--- config.mk ---
export PLATFORM = sky130hd
export DESIGN_NAME = tdc_fifo_writer_flat
export DESIGN_NICKNAME = d
export VERILOG_FILES = /design/src/rtl/tdc_fifo_writer_if.sv /design/src/rtl/tdc_fifo_writer.sv /design/src/flat_wrapper.sv
export SDC_FILE = /design/constraint.sdc
export NUM_CORES = 1
export LEC_CHECK = 0
export ABC_CLOCK_PERIOD_IN_PS = 1830
export CORE_MARGIN = 1.5
export CORE_UTILIZATION = 55
export CTS_BUF_LIST = sky130_fd_sc_hd__clkbuf_8
export DETAILED_ROUTE_END_ITERATION = 6
export PLACE_DENSITY = 0.83
export SYNTH_ARGS = -nofsm -noshare
export SYNTH_HDL_FRONTEND = slang
export SYNTH_SLANG_ARGS = --single-unit
--- constraint.sdc ---
create_clock -name clk -period 1.83 [get_ports clk]
set_input_delay 0.4575 -clock clk [delete_from_list [all_inputs] [get_ports clk]]
set_output_delay 0.4575 -clock clk [all_outputs]
set_load 0.02 [all_outputs]
--- src/rtl/tdc_fifo_writer_if.sv ---
// tdc_fifo_writer_if: request/sample bundle from the TDC plus the byte FIFO write side and status.
interface tdc_fifo_writer_if #(
    parameter int DATA_WIDTH = 24
);
    logic                  wr_en;
    logic [DATA_WIDTH-1:0] tdc_data;
    logic                  fifo_full;
    logic [7:0]            fifo_din;
    logic                  fifo_wr;
    logic                  f_FIFO_writing_done;
    logic                  busy;
    logic [7:0]            drop_cnt;
    logic                  frame_err;

    modport master (
        output wr_en, tdc_data, fifo_full,
        input  fifo_din, fifo_wr, f_FIFO_writing_done, busy, drop_cnt, frame_err
    );

    modport slave (
        input  wr_en, tdc_data, fifo_full,
        output fifo_din, fifo_wr, f_FIFO_writing_done, busy, drop_cnt, frame_err
    );
endinterface

--- src/rtl/tdc_fifo_writer.sv ---
// tdc_fifo_writer: serialises one captured TDC sample into the byte FIFO MSB first, with stall abort.
module tdc_fifo_writer #(
    parameter int DATA_WIDTH = 24,
    parameter int N_BYTES    = 3,
    parameter int STALL_MAX  = 255
) (
    input logic              clk,
    input logic              rst,
    tdc_fifo_writer_if.slave bus
);
    localparam int IW = (N_BYTES > 1) ? $clog2(N_BYTES) : 1;

    typedef enum logic [1:0] {IDLE, WRITE, DONE, HOLDOFF} state_t;

    state_t                r_state;
    logic [IW-1:0]         r_idx;
    logic [15:0]           r_stall;
    logic [DATA_WIDTH-1:0] r_sample;
    logic [7:0]            r_drop;
    logic                  r_ferr;
    logic                  w_last;
    logic                  w_abort;
    logic [7:0]            w_byte;

    assign w_last  = r_idx == IW'(N_BYTES - 1);
    assign w_abort = bus.fifo_full && r_stall == 16'(STALL_MAX - 1);

    // Byte index 0 selects the most significant byte of the sample.
    always_comb begin
        w_byte = '0;
        for (int k = 0; k < N_BYTES; k++)
            if (r_idx == IW'(N_BYTES - 1 - k)) w_byte = r_sample[8*k +: 8];
    end

    always_ff @(posedge clk or negedge rst) begin
        if (!rst) begin
            r_state  <= IDLE;
            r_idx    <= '0;
            r_stall  <= '0;
            r_sample <= '0;
            r_drop   <= '0;
            r_ferr   <= 1'b0;
        end else begin
            case (r_state)
                IDLE: if (bus.wr_en) begin
                    r_sample <= bus.tdc_data;
                    r_idx    <= '0;
                    r_stall  <= '0;
                    r_state  <= WRITE;
                end
                WRITE: if (!bus.fifo_full) begin
                    r_stall <= '0;
                    r_idx   <= w_last ? '0 : r_idx + IW'(1);
                    if (w_last) r_state <= DONE;
                end else if (w_abort) begin
                    r_stall <= '0;
                    r_idx   <= '0;
                    r_drop  <= r_drop + {7'd0, r_drop != 8'hFF};
                    r_ferr  <= 1'b1;
                    r_state <= DONE;
                end else begin
                    r_stall <= r_stall + 16'd1;
                end
                DONE:    r_state <= HOLDOFF;
                default: r_state <= IDLE;
            endcase
        end
    end

    assign bus.fifo_wr             = r_state == WRITE && !bus.fifo_full;
    assign bus.fifo_din            = r_state == WRITE ? w_byte : 8'h00;
    assign bus.f_FIFO_writing_done = r_state == DONE;
    assign bus.busy                = r_state != IDLE;
    assign bus.drop_cnt            = r_drop;
    assign bus.frame_err           = r_ferr;
endmodule

--- src/flat_wrapper.sv ---
// flat-port wrapper written by rule: the top's interface ports become plain ports
module tdc_fifo_writer_flat 
#(
    parameter int DATA_WIDTH = 24,
    parameter int N_BYTES    = 3,
    parameter int STALL_MAX  = 255
)
  (clk, rst, bus_wr_en, bus_tdc_data, bus_fifo_full, bus_fifo_din, bus_fifo_wr, bus_f_FIFO_writing_done, bus_busy, bus_drop_cnt, bus_frame_err);
  tdc_fifo_writer_if #(.DATA_WIDTH(DATA_WIDTH)) bus_i ();
  input logic clk;
  input logic rst;
  input wire logic [$bits(bus_i.wr_en)-1:0] bus_wr_en;
  input wire logic [$bits(bus_i.tdc_data)-1:0] bus_tdc_data;
  input wire logic [$bits(bus_i.fifo_full)-1:0] bus_fifo_full;
  output wire logic [$bits(bus_i.fifo_din)-1:0] bus_fifo_din;
  output wire logic [$bits(bus_i.fifo_wr)-1:0] bus_fifo_wr;
  output wire logic [$bits(bus_i.f_FIFO_writing_done)-1:0] bus_f_FIFO_writing_done;
  output wire logic [$bits(bus_i.busy)-1:0] bus_busy;
  output wire logic [$bits(bus_i.drop_cnt)-1:0] bus_drop_cnt;
  output wire logic [$bits(bus_i.frame_err)-1:0] bus_frame_err;
  assign bus_i.wr_en = bus_wr_en;
  assign bus_i.tdc_data = bus_tdc_data;
  assign bus_i.fifo_full = bus_fifo_full;
  assign bus_fifo_din = bus_i.fifo_din;
  assign bus_fifo_wr = bus_i.fifo_wr;
  assign bus_f_FIFO_writing_done = bus_i.f_FIFO_writing_done;
  assign bus_busy = bus_i.busy;
  assign bus_drop_cnt = bus_i.drop_cnt;
  assign bus_frame_err = bus_i.frame_err;
  tdc_fifo_writer #(.DATA_WIDTH(DATA_WIDTH), .N_BYTES(N_BYTES), .STALL_MAX(STALL_MAX)) u_core (.clk(clk), .rst(rst), .bus(bus_i));
endmodule
==> qor.yml, run 1 <==
slowest_stage: "dfrtp_2"
grt_pass1_vias: 2263
cp-endpoint: "bus_fifo_din[0]"
busiest_layer: "met2"
synth_top_area_share: 0.478
grt_first_pass_wirelength_mm: 10.6
slowest_delay_ps: 480
clk_latency_ps: 320
cp.required_ps: 1370
firstDrtPassIters: 4
fmax_mhz: 479
totalNegativeSetupSlack_ps: -1450
syn_area_um2: 2770
status: "finished with violations"
root_buffer: "clkbuf_8"
synth_edf_count: 0
critPathLaunch: "u_core.r_idx[1]$_DFFE_PN0P_"
yosys_warnings: 0
antenna_found_initial: 0
leakagePower_uw: 0.00172
cpLargestDelayFamily: "flip-flops"
worst_slack_ps: -256
setup_viol: 9
final_util: 0.815
area.growth.synth_to_final_pct: 40.6
vias_per_cell: 5.88
drv_cap: 0
n_antenna_cell: 0
r2r_slack_ps: 0
critPathKind: "reg -> out"
cts_sinks: 53
die_x_um: 74.0
worst_slew_pin_slew_ps: 438
critPathLaunchType: "flip-flop"
synth_common_cells: "dfrtp_1, mux2_2, nand2_1"
slew_violations: 0
final_hold_viol_count: 0
gp_congestion: 0.879
row_count: 25
ir_drop_uv: 758
start_util: 0.580
fin_crit_ps: 2090
powerDensity_nw_per_um2: 1240
synth-async-reset-ratio: 1.00
h-tree-depth: 2
yosysSeqAreaShare: 0.478
nNetsFinal: 362
cp.depth: 5
r2r_start: "u_core.r_stall[0]$_DFFE_PN0P_"
critPathMaxFanout: 6
synth_cells: 246
yosys_register_bits: 53
die-area_um2: 5480
synth_area_leaders: "dfrtp_1, mux2_2, mux2i_1"
hp-class: "in -> async"
layout-drive-gt1-share: 0.385
synth_nets: 282
cts_made_buffers: 5
final_cell_count_no_fill: 394
vias: 2315
path_buf_inv: 2
use_met1: 0.344
io_buffers: 47
met3_usage: 0.0528
cp-end-kind: "output port"
synth.most_common_cell: "dfrtp_1"
overflow: 0
cts_hold_buf: 0
die-height_um: 74.0
violations: "negative setup slack"
drt-initial-drc-count: 128
clk_pin_slew_ps: 100
antenna_left: 0
core-area_um2: 4790
rsz0062_at_grt: "true"
worst_ep_arrival_time_ps: 1630
dp_cells: 384
use_met2: 0.425
dp_hpwl_mm: 4.53
r2r-end: "u_core.r_state[1]$_DFFE_PN0P_"
relSlewSlack: 0.706
cts_tree: "yes"
grt_use_total: 0.261
drc: 0
io_pins: 48
synthDistinctLibCells: 47
finalWirelength_mm: 7.29
syn_area_per_cell_um2: 11.3
min_period_over_period: 1.14
path_cells: "buf_12 > mux2i_4 > o21ai_1 > and2_1 > buf_6"
grt_start_max_net_pins: 54
synth_ff_type: "dfrtp_1"
final.setup_skew_ps: 8.24
r2r_cells: 6
cts_buffer_depth: 2
yosysTopAreaCell: "dfrtp_1"
post_drt_wl_per_cell_um: 18.5
-- worst min-delay path by stage --
stage / endpoint / cells after the start / slack (ps)
2_1_floorplan: u_core.bus.drop_cnt[0]$_DFFE_PN0P_ / 0 / 160
3_3_place_gp: u_core.bus.frame_err$_DFFE_PN0P_ / 1 / 460
3_5_place_dp: u_core.r_stall[7]$_DFFE_PN0P_ / 2 / 470
4_1_cts: u_core.r_stall[6]$_DFFE_PN0P_ / 2 / 130
5_1_grt: u_core.r_stall[6]$_DFFE_PN0P_ / 2 / 140
6_report: u_core.r_stall[14]$_DFFE_PN0P_ / 2 / 100
-- per-layer routing --
layer | vias up | wire, um
li1 | 1054 | -
met1 | 1139 | 2860
met2 | 99 | 3760
met3 | 23 | 464
met4 | 0 | 204
met5 | - | 0
-- registers in the layout, indices dropped and copies added (netlist names) --
signal                cells
u_core.bus.drop_cnt       8
u_core.bus.frame_err      1
u_core.r_idx              2
u_core.r_sample          24
u_core.r_stall           16
u_core.r_state            2
-- per-stage QoR --
stage / worst slack, ps / hold slack, ps / total power [uW] / cell area, um2
after floorplan: 5.14 / 162 / 2790 / 2770
after global placement: -278 / 458 / 3600 / 3570
after detailed placement: -410 / 469 / 3680 / 3570
after CTS: -127 / 131 / 4510 / 3710
after global routing: -290 / 136 / 5090 / 3900
final: -256 / 104 / 4850 / 3900
-- cell usage in the layout (no fill, tap or decap), drive strengths merged, types with 3 or more instances in the layout --
cell type,n
nor2,8
nand4,12
dlygate4sd2,5
dfrtp,53
a31oi,4
clkbuf,5
mux2,28
buf,50
clkdlybuf4s50,28
ha,8
o21ai,13
xor2,6
nor4,5
mux2i,12
and4,5
a21oi,3
and2,9
nand2,22
xnor2,5
nand3,9
inv,9
-- cells by family (layout without fill, tap and decap cells) --
group	Yosys count	after routing	share of synthesized area
AND/OR/NAND/NOR	83	83	0.186
flip-flops	53	53	0.478
AO/OA/AOI/OAI	31	31	0.0722
multiplexers	40	40	0.158
XOR/XNOR	11	11	0.0347
adder cells (fa/ha/maj)	8	8	0.0361
buffers and inverters	20	101	0.0343
-- repair_timing --
item | CTS | global route
setup buffers | 0 | 2
pin swaps | 9 | 12
gates resized for setup | 83 | 43
endpoints found under the setup margin | 23 | 34
-- report_power, final --
group | switching [uW] | internal [uW]
logic | 1120 | 1280
registers | 250 | 1500
clock network | 426 | 280
total | 1790 | 3060
-- area by class of cell --
cell class,instances,area [um2]
multi-input combinational,173,1560
sequential,53,1330
fill,269,885
timing repair buffer,85,806
tap,67,83.8
clock buffer,5,68.8
inverter,8,30.0
clock inverter,3,26.3
No activity file was read; power rests on OpenSTA's default activity.
==> run 2, diff against run 1 <==
CTS_BUF_LIST = sky130_fd_sc_hd__clkbuf_2 sky130_fd_sc_hd__clkbuf_4 sky130_fd_sc_hd__clkbuf_8   (was sky130_fd_sc_hd__clkbuf_8)
==> results of run 2 <==
Same layout as run 1: the final DEF is identical, and so are final timing and power.
